===== src/rtl/uart_autobaud_ctrl_pkg.sv =====
// Shared constants and types for the UART auto-baud controller: rate codes,
// default measurement thresholds and the controller state encoding.
`timescale 1ns/1ps
package uart_autobaud_ctrl_pkg;

    localparam logic [1:0] RATE_115200 = 2'b11;
    localparam logic [1:0] RATE_57600  = 2'b10;
    localparam logic [1:0] RATE_19200  = 2'b01;
    localparam logic [1:0] RATE_9600   = 2'b00;

    // Bit widths in 125 MHz clocks; each class owns its lower bound.
    localparam int unsigned DEF_T_MIN     = 814;
    localparam int unsigned DEF_T_12      = 1628;
    localparam int unsigned DEF_T_23      = 4340;
    localparam int unsigned DEF_T_34      = 9766;
    localparam int unsigned DEF_T_MAX     = 16276;
    localparam int unsigned DEF_IDLE_CLKS = 16384;
    localparam int unsigned DEF_CW        = 15;

    typedef enum logic [2:0] {
        StIdle,
        StWaitIdle,
        StWaitStart,
        StMeasLo,
        StMeasHi,
        StApply,
        StErr
    } state_e;

    typedef struct packed {
        logic       valid;
        logic [1:0] rate;
    } class_t;

endpackage


===== src/rtl/uart_autobaud_ctrl_if.sv =====
// Control/status bundle between the RX pin side and the auto-baud controller.
`timescale 1ns/1ps
interface uart_autobaud_ctrl_if;

    logic       i_rx;
    logic       i_start;
    logic [1:0] o_bd_rate;
    logic       o_baud_rst;
    logic       o_busy;
    logic       o_locked;
    logic       o_err;

    modport master (
        output i_rx,
        output i_start,
        input  o_bd_rate,
        input  o_baud_rst,
        input  o_busy,
        input  o_locked,
        input  o_err
    );

    modport slave (
        input  i_rx,
        input  i_start,
        output o_bd_rate,
        output o_baud_rst,
        output o_busy,
        output o_locked,
        output o_err
    );

endinterface


===== src/rtl/uart_autobaud_ctrl_sync_edge.sv =====
// Two-flop synchroniser (resets to line-idle high) with rise/fall pulses on
// the synchronised level.
`timescale 1ns/1ps
module uart_autobaud_ctrl_sync_edge (
    input  logic i_clk,
    input  logic i_rst_n,
    input  logic i_d,
    output logic o_level,
    output logic o_rise,
    output logic o_fall
);

    logic r_meta;
    logic r_sync;
    logic r_prev;

    always_ff @(posedge i_clk or negedge i_rst_n) begin
        if (!i_rst_n) begin
            r_meta <= 1'b1;
            r_sync <= 1'b1;
            r_prev <= 1'b1;
        end else begin
            r_meta <= i_d;
            r_sync <= r_meta;
            r_prev <= r_sync;
        end
    end

    assign o_level = r_sync;
    assign o_rise  = r_sync & ~r_prev;
    assign o_fall  = ~r_sync & r_prev;

endmodule


===== src/rtl/uart_autobaud_ctrl.sv =====
// Auto-baud controller: after an idle line, measures the start bit and bit 0
// of a 0x55 sync character and, if both classify alike, updates the rate.
`timescale 1ns/1ps
module uart_autobaud_ctrl
    import uart_autobaud_ctrl_pkg::*;
#(
    parameter logic [1:0]  DEFAULT_RATE = RATE_115200,
    parameter int unsigned T_MIN        = DEF_T_MIN,
    parameter int unsigned T_12         = DEF_T_12,
    parameter int unsigned T_23         = DEF_T_23,
    parameter int unsigned T_34         = DEF_T_34,
    parameter int unsigned T_MAX        = DEF_T_MAX,
    parameter int unsigned IDLE_CLKS    = DEF_IDLE_CLKS,
    parameter int unsigned CW           = DEF_CW
) (
    input logic                 i_clk,
    input logic                 i_rst_n,
    uart_autobaud_ctrl_if.slave io_bus
);

    localparam logic [CW-1:0] L_T_MIN = CW'(T_MIN);
    localparam logic [CW-1:0] L_T_12  = CW'(T_12);
    localparam logic [CW-1:0] L_T_23  = CW'(T_23);
    localparam logic [CW-1:0] L_T_34  = CW'(T_34);
    localparam logic [CW-1:0] L_T_MAX = CW'(T_MAX);
    localparam logic [CW-1:0] L_IDLE  = CW'(IDLE_CLKS);
    localparam logic [CW-1:0] L_ONE   = CW'(1);

    state_e        r_state;
    logic [CW-1:0] r_cnt;
    logic [1:0]    r_class_lo;
    logic [1:0]    r_bd_rate;
    logic          r_baud_rst;
    logic          r_busy;
    logic          r_locked;
    logic          r_err;

    logic          w_rx_s;
    logic          w_rise;
    logic          w_fall;
    logic [CW-1:0] w_cnt_inc;
    class_t        w_cls;

    function automatic class_t classify(input logic [CW-1:0] w);
        class_t c;
        c.valid = (w >= L_T_MIN) && (w <= L_T_MAX);
        if (w < L_T_12) begin
            c.rate = RATE_115200;
        end else if (w < L_T_23) begin
            c.rate = RATE_57600;
        end else if (w < L_T_34) begin
            c.rate = RATE_19200;
        end else begin
            c.rate = RATE_9600;
        end
        return c;
    endfunction

    uart_autobaud_ctrl_sync_edge u_sync_edge (
        .i_clk   (i_clk),
        .i_rst_n (i_rst_n),
        .i_d     (io_bus.i_rx),
        .o_level (w_rx_s),
        .o_rise  (w_rise),
        .o_fall  (w_fall)
    );

    // Saturating so a stuck line can never wrap back into a valid width.
    assign w_cnt_inc = (&r_cnt) ? r_cnt : r_cnt + L_ONE;
    assign w_cls     = classify(r_cnt);

    always_ff @(posedge i_clk or negedge i_rst_n) begin
        if (!i_rst_n) begin
            r_state    <= StIdle;
            r_cnt      <= '0;
            r_class_lo <= '0;
            r_bd_rate  <= DEFAULT_RATE;
            r_baud_rst <= 1'b0;
            r_busy     <= 1'b0;
            r_locked   <= 1'b0;
            r_err      <= 1'b0;
        end else begin
            r_baud_rst <= 1'b0;
            unique case (r_state)
                StIdle: begin
                    if (io_bus.i_start) begin
                        r_err    <= 1'b0;
                        r_locked <= 1'b0;
                        r_busy   <= 1'b1;
                        r_cnt    <= '0;
                        r_state  <= StWaitIdle;
                    end
                end
                StWaitIdle: begin
                    if (!w_rx_s) begin
                        r_cnt <= '0;
                    end else begin
                        r_cnt <= w_cnt_inc;
                        if (w_cnt_inc == L_IDLE) begin
                            r_state <= StWaitStart;
                        end
                    end
                end
                StWaitStart: begin
                    if (w_fall) begin
                        r_cnt   <= L_ONE;
                        r_state <= StMeasLo;
                    end
                end
                StMeasLo: begin
                    if (w_rise) begin
                        if (r_cnt < L_T_MIN) begin
                            r_state <= StWaitStart;
                        end else if (!w_cls.valid) begin
                            r_err   <= 1'b1;
                            r_state <= StErr;
                        end else begin
                            r_class_lo <= w_cls.rate;
                            r_cnt      <= L_ONE;
                            r_state    <= StMeasHi;
                        end
                    end else if (r_cnt > L_T_MAX) begin
                        r_err   <= 1'b1;
                        r_state <= StErr;
                    end else begin
                        r_cnt <= w_cnt_inc;
                    end
                end
                StMeasHi: begin
                    if (w_fall) begin
                        if (w_cls.valid && (w_cls.rate == r_class_lo)) begin
                            // Rate and generator reset land on the same edge.
                            r_bd_rate  <= r_class_lo;
                            r_baud_rst <= 1'b1;
                            r_locked   <= 1'b1;
                            r_state    <= StApply;
                        end else begin
                            r_err   <= 1'b1;
                            r_state <= StErr;
                        end
                    end else if (r_cnt > L_T_MAX) begin
                        r_err   <= 1'b1;
                        r_state <= StErr;
                    end else begin
                        r_cnt <= w_cnt_inc;
                    end
                end
                StApply: begin
                    r_busy  <= 1'b0;
                    r_state <= StIdle;
                end
                StErr: begin
                    r_busy  <= 1'b0;
                    r_state <= StIdle;
                end
                default: begin
                    r_busy  <= 1'b0;
                    r_state <= StIdle;
                end
            endcase
        end
    end

    assign io_bus.o_bd_rate  = r_bd_rate;
    assign io_bus.o_baud_rst = r_baud_rst;
    assign io_bus.o_busy     = r_busy;
    assign io_bus.o_locked   = r_locked;
    assign io_bus.o_err      = r_err;

endmodule


===== src/flat_wrapper.sv =====
// flat-port wrapper written by rule: the top's interface ports become plain ports
module uart_autobaud_ctrl_flat import uart_autobaud_ctrl_pkg::*;
#(
    parameter logic [1:0]  DEFAULT_RATE = RATE_115200,
    parameter int unsigned T_MIN        = DEF_T_MIN,
    parameter int unsigned T_12         = DEF_T_12,
    parameter int unsigned T_23         = DEF_T_23,
    parameter int unsigned T_34         = DEF_T_34,
    parameter int unsigned T_MAX        = DEF_T_MAX,
    parameter int unsigned IDLE_CLKS    = DEF_IDLE_CLKS,
    parameter int unsigned CW           = DEF_CW
)
  (i_clk, i_rst_n, io_bus_i_rx, io_bus_i_start, io_bus_o_bd_rate, io_bus_o_baud_rst, io_bus_o_busy, io_bus_o_locked, io_bus_o_err);
  uart_autobaud_ctrl_if io_bus_i ();
  input logic i_clk;
  input logic i_rst_n;
  input wire logic [$bits(io_bus_i.i_rx)-1:0] io_bus_i_rx;
  input wire logic [$bits(io_bus_i.i_start)-1:0] io_bus_i_start;
  output wire logic [$bits(io_bus_i.o_bd_rate)-1:0] io_bus_o_bd_rate;
  output wire logic [$bits(io_bus_i.o_baud_rst)-1:0] io_bus_o_baud_rst;
  output wire logic [$bits(io_bus_i.o_busy)-1:0] io_bus_o_busy;
  output wire logic [$bits(io_bus_i.o_locked)-1:0] io_bus_o_locked;
  output wire logic [$bits(io_bus_i.o_err)-1:0] io_bus_o_err;
  assign io_bus_i.i_rx = io_bus_i_rx;
  assign io_bus_i.i_start = io_bus_i_start;
  assign io_bus_o_bd_rate = io_bus_i.o_bd_rate;
  assign io_bus_o_baud_rst = io_bus_i.o_baud_rst;
  assign io_bus_o_busy = io_bus_i.o_busy;
  assign io_bus_o_locked = io_bus_i.o_locked;
  assign io_bus_o_err = io_bus_i.o_err;
  uart_autobaud_ctrl #(.DEFAULT_RATE(DEFAULT_RATE), .T_MIN(T_MIN), .T_12(T_12), .T_23(T_23), .T_34(T_34), .T_MAX(T_MAX), .IDLE_CLKS(IDLE_CLKS), .CW(CW)) u_core (.i_clk(i_clk), .i_rst_n(i_rst_n), .io_bus(io_bus_i));
endmodule

===== config.mk =====
export PLATFORM = sky130hd
export DESIGN_NAME = uart_autobaud_ctrl_flat
export DESIGN_NICKNAME = d
export VERILOG_FILES = /design/src/rtl/uart_autobaud_ctrl_pkg.sv /design/src/rtl/uart_autobaud_ctrl_if.sv /design/src/rtl/uart_autobaud_ctrl_sync_edge.sv /design/src/rtl/uart_autobaud_ctrl.sv /design/src/flat_wrapper.sv
export SDC_FILE = /design/constraint.sdc
export NUM_CORES = 1
export LEC_CHECK = 0
export CAP_MARGIN = 30
export CORE_ASPECT_RATIO = 1.5
export CORE_MARGIN = 3
export CORE_UTILIZATION = 45
export DETAILED_ROUTE_END_ITERATION = 7
export SETUP_SLACK_MARGIN = 0.1
export SLEW_MARGIN = 20
export SYNTH_ARGS = -nofsm -noshare
export SYNTH_HDL_FRONTEND = slang
export SYNTH_SLANG_ARGS = --single-unit

===== constraint.sdc =====
create_clock -name i_clk -period 3.8 [get_ports i_clk]
set_input_delay 0.76 -clock i_clk [delete_from_list [all_inputs] [get_ports i_clk]]
set_output_delay 0.76 -clock i_clk [all_outputs]
set_load 0.01 [all_outputs]

==> results.py, run 1 <==
metrics = {
    "min_path": {
        "min_delay_path_depth": 0,
        "hold_class": "reg -> reg",
        "holdCritStartpoint": "u_core.u_sync_edge.r_meta$_DFF_PN1_",
    },
    "logic_synthesis": {
        "synth.top_cell.area_share": 0.2738,
        "number_of_synthesized_flops_with_an_enable_pin": 0,
        "ys_seq_area_frac": 0.3337,
        "yosys-top-cells-area": "dfrtp_1 (27%), dfstp_2 (6.0%), nor2_1 (3.8%)",
        "synth_area_per_cell_sq_um": 8.308,
        "post_syn_instances": 264,
        "synth_ff_type": "dfrtp_1",
        "flip_flop_and_latch_count_after_synthesis": 29,
        "syn_area_sq_um": 2193,
        "synth.lib_cells_used.distinct": 61,
        "synthesis.yosys.warnings": 0,
        "asyncSetResetFlopFracSynth": 1.000,
        "synth.net_count": 269,
        "synth_largest_area_cell": "dfrtp_1",
    },
    "cts": {
        "clock_tree.buffer_depth": 2,
        "cts_tree": "built",
        "root_buffer": "clkbuf_8",
        "cts-buffers-inserted": 5,
        "clk-insertion-delay-late_ns": 0.29,
        "h-tree-depth": 2,
        "tritoncts_num_sinks": 29,
        "cts.repair.resized": 0,
        "cts_hold_repair.buffers": 0,
        "clk_pin_slew_worst_paths_ns": 0.07,
        "cts_setup_buffers": 0,
    },
    "floorplanning": {
        "effective_utilization_at_floorplan": 0.4751,
        "fp.dieH_microns": 91.51,
        "core_sq_um": 4617,
        "rows": 30,
        "die_width_microns": 63.01,
        "floorplan.die_area_sq_um": 5765,
        "io_pins": 10,
    },
    "placed_design": {
        "port_buffers": 9,
        "dp_hpwl_microns": 4363,
        "placement.setup.worst_slack_ns": 0.9279,
        "gpl.final_weighted_congestion": 0.8927,
    },
    "critical_path": {
        "crit_path_end": "u_core.r_cnt[9]$_DFFE_PN0P_",
        "crit-reg2reg-capture": "u_core.r_cnt[9]$_DFFE_PN0P_",
        "reg2reg_slack_ns": 0.90,
        "critPathMaxFanout": 15,
        "cp-startpoint": "u_core.r_cnt[10]$_DFFE_PN0P_",
        "crit_slowest_cell": "o21ai_1",
        "max_stage_delay_ns": 0.69,
        "crit_path_end_kind": "register",
        "critical_path_arrival_ns": 3.07,
        "crit_path_cell_trace": "and3_1 -> a31oi_1 -> o31ai_2 -> buf_4 -> o21ai_1 -> nand2_1 -> o41ai_1",
        "cp-start-kind": "register",
        "crit_type": "reg -> reg",
        "path_buf_inv": 1,
        "crit_path_max_delay_family": "compound AO/OA/AOI/OAI gates",
        "critical_path.reg2reg.startpoint": "u_core.r_cnt[10]$_DFFE_PN0P_",
        "timing.critical_path.depth": 7,
        "critical_path_required_ns": 3.98,
        "worst_r2r_path_depth": 7,
    },
    "power_and_ir_drop": {
        "switching_component_of_the_power_uw": 484.1,
        "p_per_area_nw_per_um2": 473.4,
        "combPwrFrac": 0.406,
        "sw_frac_of_total": 0.4289,
        "p_clk_frac": 0.222,
        "vdd_drop_max_mv": 0.3375,
        "power.internal_uw": 644.7,
        "p_leak_nw": 0.9454,
        "pwr-share-seq": 0.372,
    },
    "global_route": {
        "global_route_wire_length_before_repair_microns": 10140,
        "grt_antenna_before_repair": 0,
        "globalRouteTotalUtil": 0.2233,
        "grt-ovfl-total": 0,
        "first_global_vias": 2021,
        "maximum_number_of_pins_on_one_net_before_global_route_repair": 30,
    },
    "final_layout": {
        "layout.cells.most_common_list": "dfrtp_1 (24), nor2_1 (22), nand2_1 (20)",
        "syn2layout_area_growth_pct": 8.728,
        "num_antenna_cells": 0,
        "drive_gt1_frac": 0.1132,
        "layout_nets": 269,
        "mostFrequentLayoutCell": "dfrtp_1",
    },
    "sta": {
        "finish_stage_setup_viols": 0,
        "timing.final.crit_period_ns": 2.896,
        "grt_setup_unrepaired": "false",
        "max-slew-margin-rel": 0.4250,
        "post-route-period-util": 0.7622,
        "setup_tns_ns": 0,
        "max_clock_freq_ghz": 0.3453,
        "finalMaxSlewViolations": 0,
        "timing.final.hold_violations": 0,
        "postLayoutSetupSlackWorst_ns": 0.9038,
        "worst_pin_slew_ns": 0.8568,
        "skew_final_ns": 0.01193,
    },
    "detailed_routing": {
        "drt-wirelength-per-cell_microns": 18.33,
        "routed_wl_microns": 6032,
        "viasPerCell": 6.368,
        "antenna_violating_nets_left": 0,
        "detailedRoute.firstPassIterationCount": 4,
        "route.detailed.drc": 0,
        "route.vias.total": 2095,
        "dr.first_iter.drc_count": 162,
    },
    "run": {
        "timing.max_cap.violations": 0,
    },
    "status": {
        "outcome": "finished, final reports clean",
    },
}
[how the worst min path moves through the flow]
stage / endpoint
after floorplan: u_core.u_sync_edge.o_level$_DFF_PN1_
after global placement: u_core.u_sync_edge.o_level$_DFF_PN1_
after detailed placement: u_core.u_sync_edge.o_level$_DFF_PN1_
after CTS: u_core.u_sync_edge.o_level$_DFF_PN1_
after global routing: u_core.u_sync_edge.o_level$_DFF_PN1_
final: u_core.u_sync_edge.o_level$_DFF_PN1_
[synthesized netlist by cell type (4+ instances only)]
cell type and number:
o31ai_1 6, o21ai_0 15, buf_2 10, nand3_1 16
nand4_1 6, a31oi_1 10, inv_1 6, a21oi_1 16
nand2b_1 6, o22ai_1 4, clkbuf_1 8, or3_1 6
dfstp_2 5, nand2_1 20, dfrtp_1 24, nor2_1 22
nor3_1 7, xnor2_1 4, nor4_1 6
[sequential cells by signal (all words and copies together) (netlist names)]
register	flops
u_core.r_state	3
u_core.r_class_lo	2
u_core.io_bus.o_locked	1
u_core.io_bus.o_bd_rate	2
u_core.io_bus.o_busy	1
u_core.io_bus.o_err	1
u_core.u_sync_edge.o_level	1
u_core.u_sync_edge.r_meta	1
u_core.io_bus.o_baud_rst	1
u_core.r_cnt	15
u_core.u_sync_edge.r_prev	1
[power groups by stage]
| stage | combinational [mW] | sequential (mW) | clock, mW |
|---|---|---|---|
| finish | 0.458 | 0.419 | 0.251 |
| global route | 0.512 | 0.426 | 0.273 |
| CTS | 0.453 | 0.416 | 0.261 |
| detailed placement | 0.452 | 0.421 | 0 |
| global placement | 0.452 | 0.419 | 0 |
| floorplan | 0.355 | 0.379 | 0 |
[kinds of logic after synthesis]
kind of cell	after synthesis	share of synthesized area
adders and majority gates	1	0.005704
and+or+nand+nor	111	0.2852
AOI/OAI and AO/OA	84	0.2641
muxes	7	0.03423
buffers and inverters	27	0.05705
xor gates and xnor gates	5	0.01996
DFF	29	0.3337
[layer usage]
layer  global-route usage  vias up  routed length (microns)
li1                     -     1005                        -
met1               0.2498      991                     2394
met2               0.3930       73                     3077
met3              0.02970       26                      298
met4               0.1363        0                      263
met5                    0        -                        0
[final cells by class]
| cell class | count | area, sq um |
|---|---|---|
| clock buffer | 5 | 68.82 |
| timing repair buffer | 14 | 127.6 |
| multi-input combinational | 208 | 1336 |
| tap | 64 | 80.08 |
| sequential | 29 | 732.0 |
| clock inverter | 3 | 17.52 |
| fill | 454 | 2232 |
| inverter | 6 | 22.52 |
[through the flow]
stage | hold slack, ns | cells | utilization | power [mW] | cell area, sq um
after floorplan | 0.3452 | 264 | - | 0.7344 | 2193
after global placement | 0.3455 | 321 | 0.4978 | 0.8709 | 2298
after detailed placement | 0.3472 | 321 | 0.4978 | 0.8733 | 2298
after CTS | 0.3560 | 329 | 0.5165 | 1.130 | 2385
after global routing | 0.3615 | 329 | 0.5165 | 1.212 | 2385
final | 0.3550 | 329 | 0.5165 | 1.129 | 2385
No activity file was read; power rests on OpenSTA's default activity.
==> run 2: changes to the inputs <==
Clock period 3.8 ns to 2.49 ns, I/O delays scaled along.
==> run 2 against run 1 <==
The run now ends with setup timing left. Final area is 35% higher. Die area stayed put. Fmax is 16% higher. Sequential cell count stayed put. Total power is 88% higher. Global-route usage is 3.3 points higher. Core utilization is 18 points higher. Clock power is 78% higher. Critical path depth is 1 higher. Combinational power is 140% higher. Cell count is 22% higher. Non-clock buffer count is 73 higher. Largest power group unchanged.
==> results.py, run 2 (synthesized netlist as in run 1, its figures left out) <==
metrics = {
    "status": {
        "outcome": "finished, violations left",
        "failed_checks": "setup timing",
    },
    "cts": {
        "cts-buffers-inserted": 5,
        "root_buffer": "clkbuf_8",
        "clk_pin_slew_worst_paths_ns": 0.07,
        "h-tree-depth": 2,
        "tritoncts_num_sinks": 29,
        "clk-insertion-delay-late_ns": 0.29,
        "cts_tree": "built",
        "clock_tree.buffer_depth": 2,
    },
    "global_route": {
        "global_route_wire_length_before_repair_microns": 11500,
        "maximum_number_of_pins_on_one_net_before_global_route_repair": 30,
        "grt_antenna_before_repair": 0,
        "globalRouteTotalUtil": 0.2565,
        "grt-ovfl-total": 0,
        "first_global_vias": 2405,
    },
    "final_layout": {
        "mostFrequentLayoutCell": "buf_4",
        "num_antenna_cells": 0,
        "layout.core_utilization": 0.6954,
        "largest_register": "u_core.r_cnt",
        "drive_gt1_frac": 0.4024,
        "layout_nets": 342,
        "layout.cells.most_common_list": "buf_4 (68), nor2_1 (22), nand2_1 (20)",
        "syn2layout_area_growth_pct": 46.38,
        "number_of_flip_flops_under_the_largest_register_name": 15,
        "reg_top3": "u_core.r_cnt (15), u_core.r_state (3)",
    },
    "critical_path": {
        "crit_type": "reg -> reg",
        "critical_path_arrival_ns": 2.65,
        "critical_path_required_ns": 2.65,
        "crit_path_cell_trace": "buf_4 -> nand3_1 -> or4_4 -> xnor2_2 -> nand4_1 -> a2111oi_4 -> a211oi_2 -> or3_1",
        "crit_path_end_kind": "register",
        "crit_path_max_delay_family": "simple AND/OR/NAND/NOR gates",
        "cp-start-kind": "register",
        "crit_slowest_cell": "or4_4",
        "max_stage_delay_ns": 0.57,
        "path_buf_inv": 1,
        "critPathMaxFanout": 3,
    },
    "power_and_ir_drop": {
        "p_per_area_nw_per_um2": 660.1,
        "p_leak_nw": 1.384,
        "vdd_drop_max_mv": 0.4931,
    },
    "detailed_routing": {
        "dr.first_iter.drc_count": 191,
        "routed_wl_microns": 7552,
        "dr_wl_met3_microns": 432,
        "detailedRoute.firstPassIterationCount": 5,
        "antenna_violating_nets_left": 0,
        "wirelength_met1_microns": 2798,
        "detailroute.wirelength.met2_microns": 3972,
        "route.detailed.drc": 0,
        "viasPerCell": 6.284,
        "route.top_layer_used": "met4",
        "route.vias.total": 2526,
        "drt-wirelength-per-cell_microns": 18.79,
    },
    "sta": {
        "max_clock_freq_ghz": 0.4014,
        "worst_pin_slew_ns": 0.4836,
        "finalMaxSlewViolations": 0,
        "grt_setup_unrepaired": "true",
        "post-route-period-util": 1.000,
        "timing.final.crit_period_ns": 2.491,
        "setup_tns_ns": -0.001041,
        "skew_final_ns": 0.005334,
        "final.hold.worst_slack_ns": 0.3618,
        "timing.final.hold_violations": 0,
        "postLayoutSetupSlackWorst_ns": -0.001041,
        "max-slew-margin-rel": 0.6749,
        "finish_stage_setup_viols": 1,
    },
    "floorplanning": {
        "fp.dieH_microns": 91.51,
        "effective_utilization_at_floorplan": 0.4751,
        "rows": 30,
        "io_pins": 10,
        "floorplan.die_area_sq_um": 5765,
        "die_width_microns": 63.01,
        "core_sq_um": 4617,
    },
    "placed_design": {
        "port_buffers": 9,
        "gpl.final_weighted_congestion": 0.9151,
        "dp_hpwl_microns": 5169,
        "placement.setup.worst_slack_ns": -0.03687,
    },
    "run": {
        "timing.max_cap.violations": 0,
    },
    "min_path": {
        "hold_class": "reg -> reg",
    },
}
## run 2: changes by cell type in the layout (fill, tap and decap cells not counted), sizes merged
cell      delta
buf         +73
clkbuf       +2
clkinv       -1
clkinvlp     -1
## run 2: timing repair
item                                    CTS  global route
pin swaps                                 6            13
setup buffers                             8            18
cloned                                    0             0
resized for setup                        14            39
hold buffers                              0             0
endpoints found under the setup margin   10            20
## run 2: worst register-to-register path, cell delays in order (launching register included)
cell and delay [ns]:
dfrtp_2 0.41, buf_4 0.13, nand3_1 0.13, or4_4 0.57
xnor2_2 0.16, nand4_1 0.16, a2111oi_4 0.33, a211oi_2 0.12
or3_1 0.35
## run 2: final timing paths
check / end / startpoint / depth (start not counted) / slack [ns]
worst max-delay path: u_core.r_state[0]$_DFFE_PN0P_ / u_core.r_cnt[0]$_DFFE_PN0P_ / 8 / -0.001
max in group asynchronous: u_core.u_sync_edge.r_prev$_DFF_PN1_ / i_rst_n / 2 / 1.59
worst min register to register: u_core.u_sync_edge.o_level$_DFF_PN1_ / u_core.u_sync_edge.r_meta$_DFF_PN1_ / 0 / 0.36
worst max register to register: u_core.r_state[0]$_DFFE_PN0P_ / u_core.r_cnt[0]$_DFFE_PN0P_ / 8 / -0.001
worst min-delay path: u_core.u_sync_edge.o_level$_DFF_PN1_ / u_core.u_sync_edge.r_meta$_DFF_PN1_ / 0 / 0.36
min in group asynchronous: u_core.r_cnt[13]$_DFFE_PN0P_ / i_rst_n / 2 / 0.59
## run 2: power by group
group | total [mW] | switching [mW] | internal [mW]
sequential | 0.583 | 0.0538 | 0.529
clock | 0.446 | 0.197 | 0.250
combinational | 1.09 | 0.600 | 0.490
## run 2: through the flow
stage               area [sq um]  total power, mW  instances
floorplan                   2207            1.138        264
global placement            2678            1.514        368
detailed placement          2678            1.525        368
CTS                         2898            2.001        384
global route                3211            2.238        402
finish                      3211            2.119        402
## run 2: routing by layer
layer  vias up  global-route usage
met5         -                   0
met4         0              0.1657
li1       1151                   -
met1      1229              0.2738
met2       113              0.4581
met3        33             0.03960
## run 2: cell type report
cell class / instances / area (sq um)
clock buffers: 7 / 96.34
multi-input cells: 208 / 1541
repair buffers: 87 / 721.9
flip-flops and latches: 29 / 743.2
well taps: 64 / 80.08
clock inverters: 1 / 5.005
fillers: 373 / 1406
inverters: 6 / 22.52
==> run 3: changes to the inputs <==
Settings changed: CORE_MARGIN 3 to default, GPL_ROUTABILITY_DRIVEN from default to 0.
==> run 3 against run 2 <==
The flow now finishes without violations. Final area shrank 2.7%. Worst setup slack gained 0.061 ns. Clock skew grew 0.0052 ns. First-iteration DRC count shrank 20%. Non-clock buffer count shrank 3.
==> results.py, run 3 (synthesized netlist as in run 1, its figures left out) <==
metrics = {
    "critical_path": {
        "cp_common_cell": "nand4_1",
        "cp-start-kind": "register",
        "reg2reg_slack_ns": 0.06,
        "critical_path_arrival_ns": 2.60,
        "critical_path_required_ns": 2.66,
        "critical_path.reg2reg.startpoint": "u_core.r_cnt[8]$_DFFE_PN0P_",
        "crit_slowest_cell": "dfrtp_1",
        "crit_path_cell_trace": "nand4_1 -> or4_4 -> xnor2_2 -> nand4_1 -> a2111oi_4 -> a211oi_2 -> or3_1",
        "crit_type": "reg -> reg",
        "critPathMaxFanout": 6,
        "crit-reg2reg-capture": "u_core.r_state[0]$_DFFE_PN0P_",
        "max_stage_delay_ns": 0.50,
        "worst_r2r_path_depth": 7,
        "crit_path_end_kind": "register",
    },
    "cts": {
        "clock_tree.buffer_depth": 2,
        "cts_tree": "built",
        "clk-insertion-delay-late_ns": 0.29,
        "cts-buffers-inserted": 5,
        "tritoncts_num_sinks": 29,
        "clk_pin_slew_worst_paths_ns": 0.07,
        "root_buffer": "clkbuf_8",
        "h-tree-depth": 2,
        "cts_hold_repair.buffers": 0,
    },
    "floorplanning": {
        "floorplan.die_area_sq_um": 5163,
        "rows": 30,
        "die_width_microns": 59.01,
        "core_sq_um": 4617,
        "io_pins": 10,
        "fp.dieH_microns": 87.51,
        "effective_utilization_at_floorplan": 0.4751,
    },
    "detailed_routing": {
        "viasPerCell": 6.190,
        "drt-wirelength-per-cell_microns": 17.85,
        "detailedRoute.firstPassIterationCount": 4,
        "route.detailed.drc": 0,
        "antenna_violating_nets_left": 0,
        "route.vias.total": 2470,
        "dr.first_iter.drc_count": 152,
        "routed_wl_microns": 7122,
    },
    "sta": {
        "setup_tns_ns": 0,
        "skew_final_ns": 0.01056,
        "finalMaxSlewViolations": 0,
        "timing.final.hold_violations": 0,
        "worst_pin_slew_ns": 0.4877,
        "max-slew-margin-rel": 0.6749,
        "grt_setup_unrepaired": "true",
        "max_clock_freq_ghz": 0.4115,
        "finish_stage_setup_viols": 0,
        "post-route-period-util": 0.9761,
        "timing.final.crit_period_ns": 2.430,
    },
    "final_layout": {
        "largest_register": "u_core.r_cnt",
        "layout.core_utilization": 0.6767,
        "drive_gt1_frac": 0.3940,
        "finalNonFillerCells": 399,
        "num_antenna_cells": 0,
        "mostFrequentLayoutCell": "buf_4",
        "layout.cells.most_common_list": "buf_4 (70), nor2_1 (21), nand2_1 (20)",
        "layout_nets": 339,
        "number_of_flip_flops_under_the_largest_register_name": 15,
        "syn2layout_area_growth_pct": 42.44,
        "reg_top3": "u_core.r_cnt (15), u_core.r_state (3)",
    },
    "global_route": {
        "global_route_wire_length_before_repair_microns": 11010,
        "grt-ovfl-total": 0,
        "first_global_vias": 2317,
        "globalRouteTotalUtil": 0.2875,
        "grt_antenna_before_repair": 0,
        "maximum_number_of_pins_on_one_net_before_global_route_repair": 30,
    },
    "run": {
        "timing.max_cap.violations": 0,
    },
    "power_and_ir_drop": {
        "p_leak_nw": 1.350,
        "p_per_area_nw_per_um2": 661.1,
        "vdd_drop_max_mv": 0.4232,
    },
    "status": {
        "outcome": "finished, final reports clean",
    },
    "min_path": {
        "hold_class": "reg -> reg",
        "min_delay_path_depth": 0,
        "worstHoldEndpoint": "u_core.u_sync_edge.o_level$_DFF_PN1_",
        "holdCritStartpoint": "u_core.u_sync_edge.r_meta$_DFF_PN1_",
    },
    "placed_design": {
        "dp_hpwl_microns": 5097,
        "place_inst": 374,
        "port_buffers": 9,
    },
}
-- run 3: routing by layer --
layer,vias up,part of all wire,track usage
met4,0,0.052,0.1667
li1,1138,-,-
met2,91,0.54,0.5341
met5,-,0,0
met1,1209,0.37,0.3010
met3,32,0.046,0.03566
-- run 3: metrics by stage --
stage	area [sq um]	total power, mW	worst slack, ns	hold WS, ns
3_5_place_dp	2748	1.593	-0.05585	0.3476
5_1_grt	3124	2.194	-0.05382	0.3649
2_1_floorplan	2207	1.138	0.1029	0.2024
6_report	3124	2.065	0.05957	0.3567
3_3_place_gp	2748	1.587	-0.1065	0.3461
4_1_cts	2928	2.005	0.06819	0.3567
-- run 3: layout make-up --
| cell class | instances | area [sq um] |
|---|---|---|
| timing repair buffer | 84 | 698.2 |
| tap | 64 | 80.08 |
| clock inverter | 3 | 17.52 |
| clock buffer | 5 | 68.82 |
| inverter | 6 | 22.52 |
| sequential | 29 | 745.7 |
| multi-input combinational | 208 | 1491 |
| fill | 395 | 1493 |
-- run 3: worst max path at each step --
stage,from,end,cells after the start
after CTS,u_core.r_cnt[3]$_DFFE_PN0P_,u_core.r_state[0]$_DFFE_PN0P_,8
after global placement,u_core.r_cnt[6]$_DFFE_PN0P_,u_core.r_state[0]$_DFFE_PN0P_,8
final,u_core.r_cnt[8]$_DFFE_PN0P_,u_core.r_state[0]$_DFFE_PN0P_,7
after detailed placement,u_core.r_cnt[1]$_DFFE_PN0P_,u_core.r_state[0]$_DFFE_PN0P_,8
after floorplan,u_core.r_cnt[11]$_DFFE_PN0P_,u_core.io_bus.o_bd_rate[0]$_DFFE_PN1P_,9
after global routing,u_core.r_cnt[6]$_DFFE_PN0P_,u_core.r_state[0]$_DFFE_PN0P_,8
-- run 3: critical path: cells and delay by family (launching register included) --
family	cells	cell delay (ns)
AND/OR/NAND/NOR	4	1.21
flip-flops	1	0.50
AO/OA/AOI/OAI	2	0.46
XOR/XNOR	1	0.14
-- run 3: repair_timing --
item / in CTS / in global routing
setup buffers: 3 / 14
resized for setup: 18 / 22
endpoints found under the setup margin: 6 / 20
pin swaps: 7 / 10
-- run 3: report_power, final --
group / internal [mW] / switching [mW] / leakage (nW)
Clock: 0.192 / 0.194 / 0.0439
Combinational: 0.500 / 0.564 / 0.956
Sequential: 0.531 / 0.0849 / 0.350
Total: 1.22 / 0.843 / 1.35
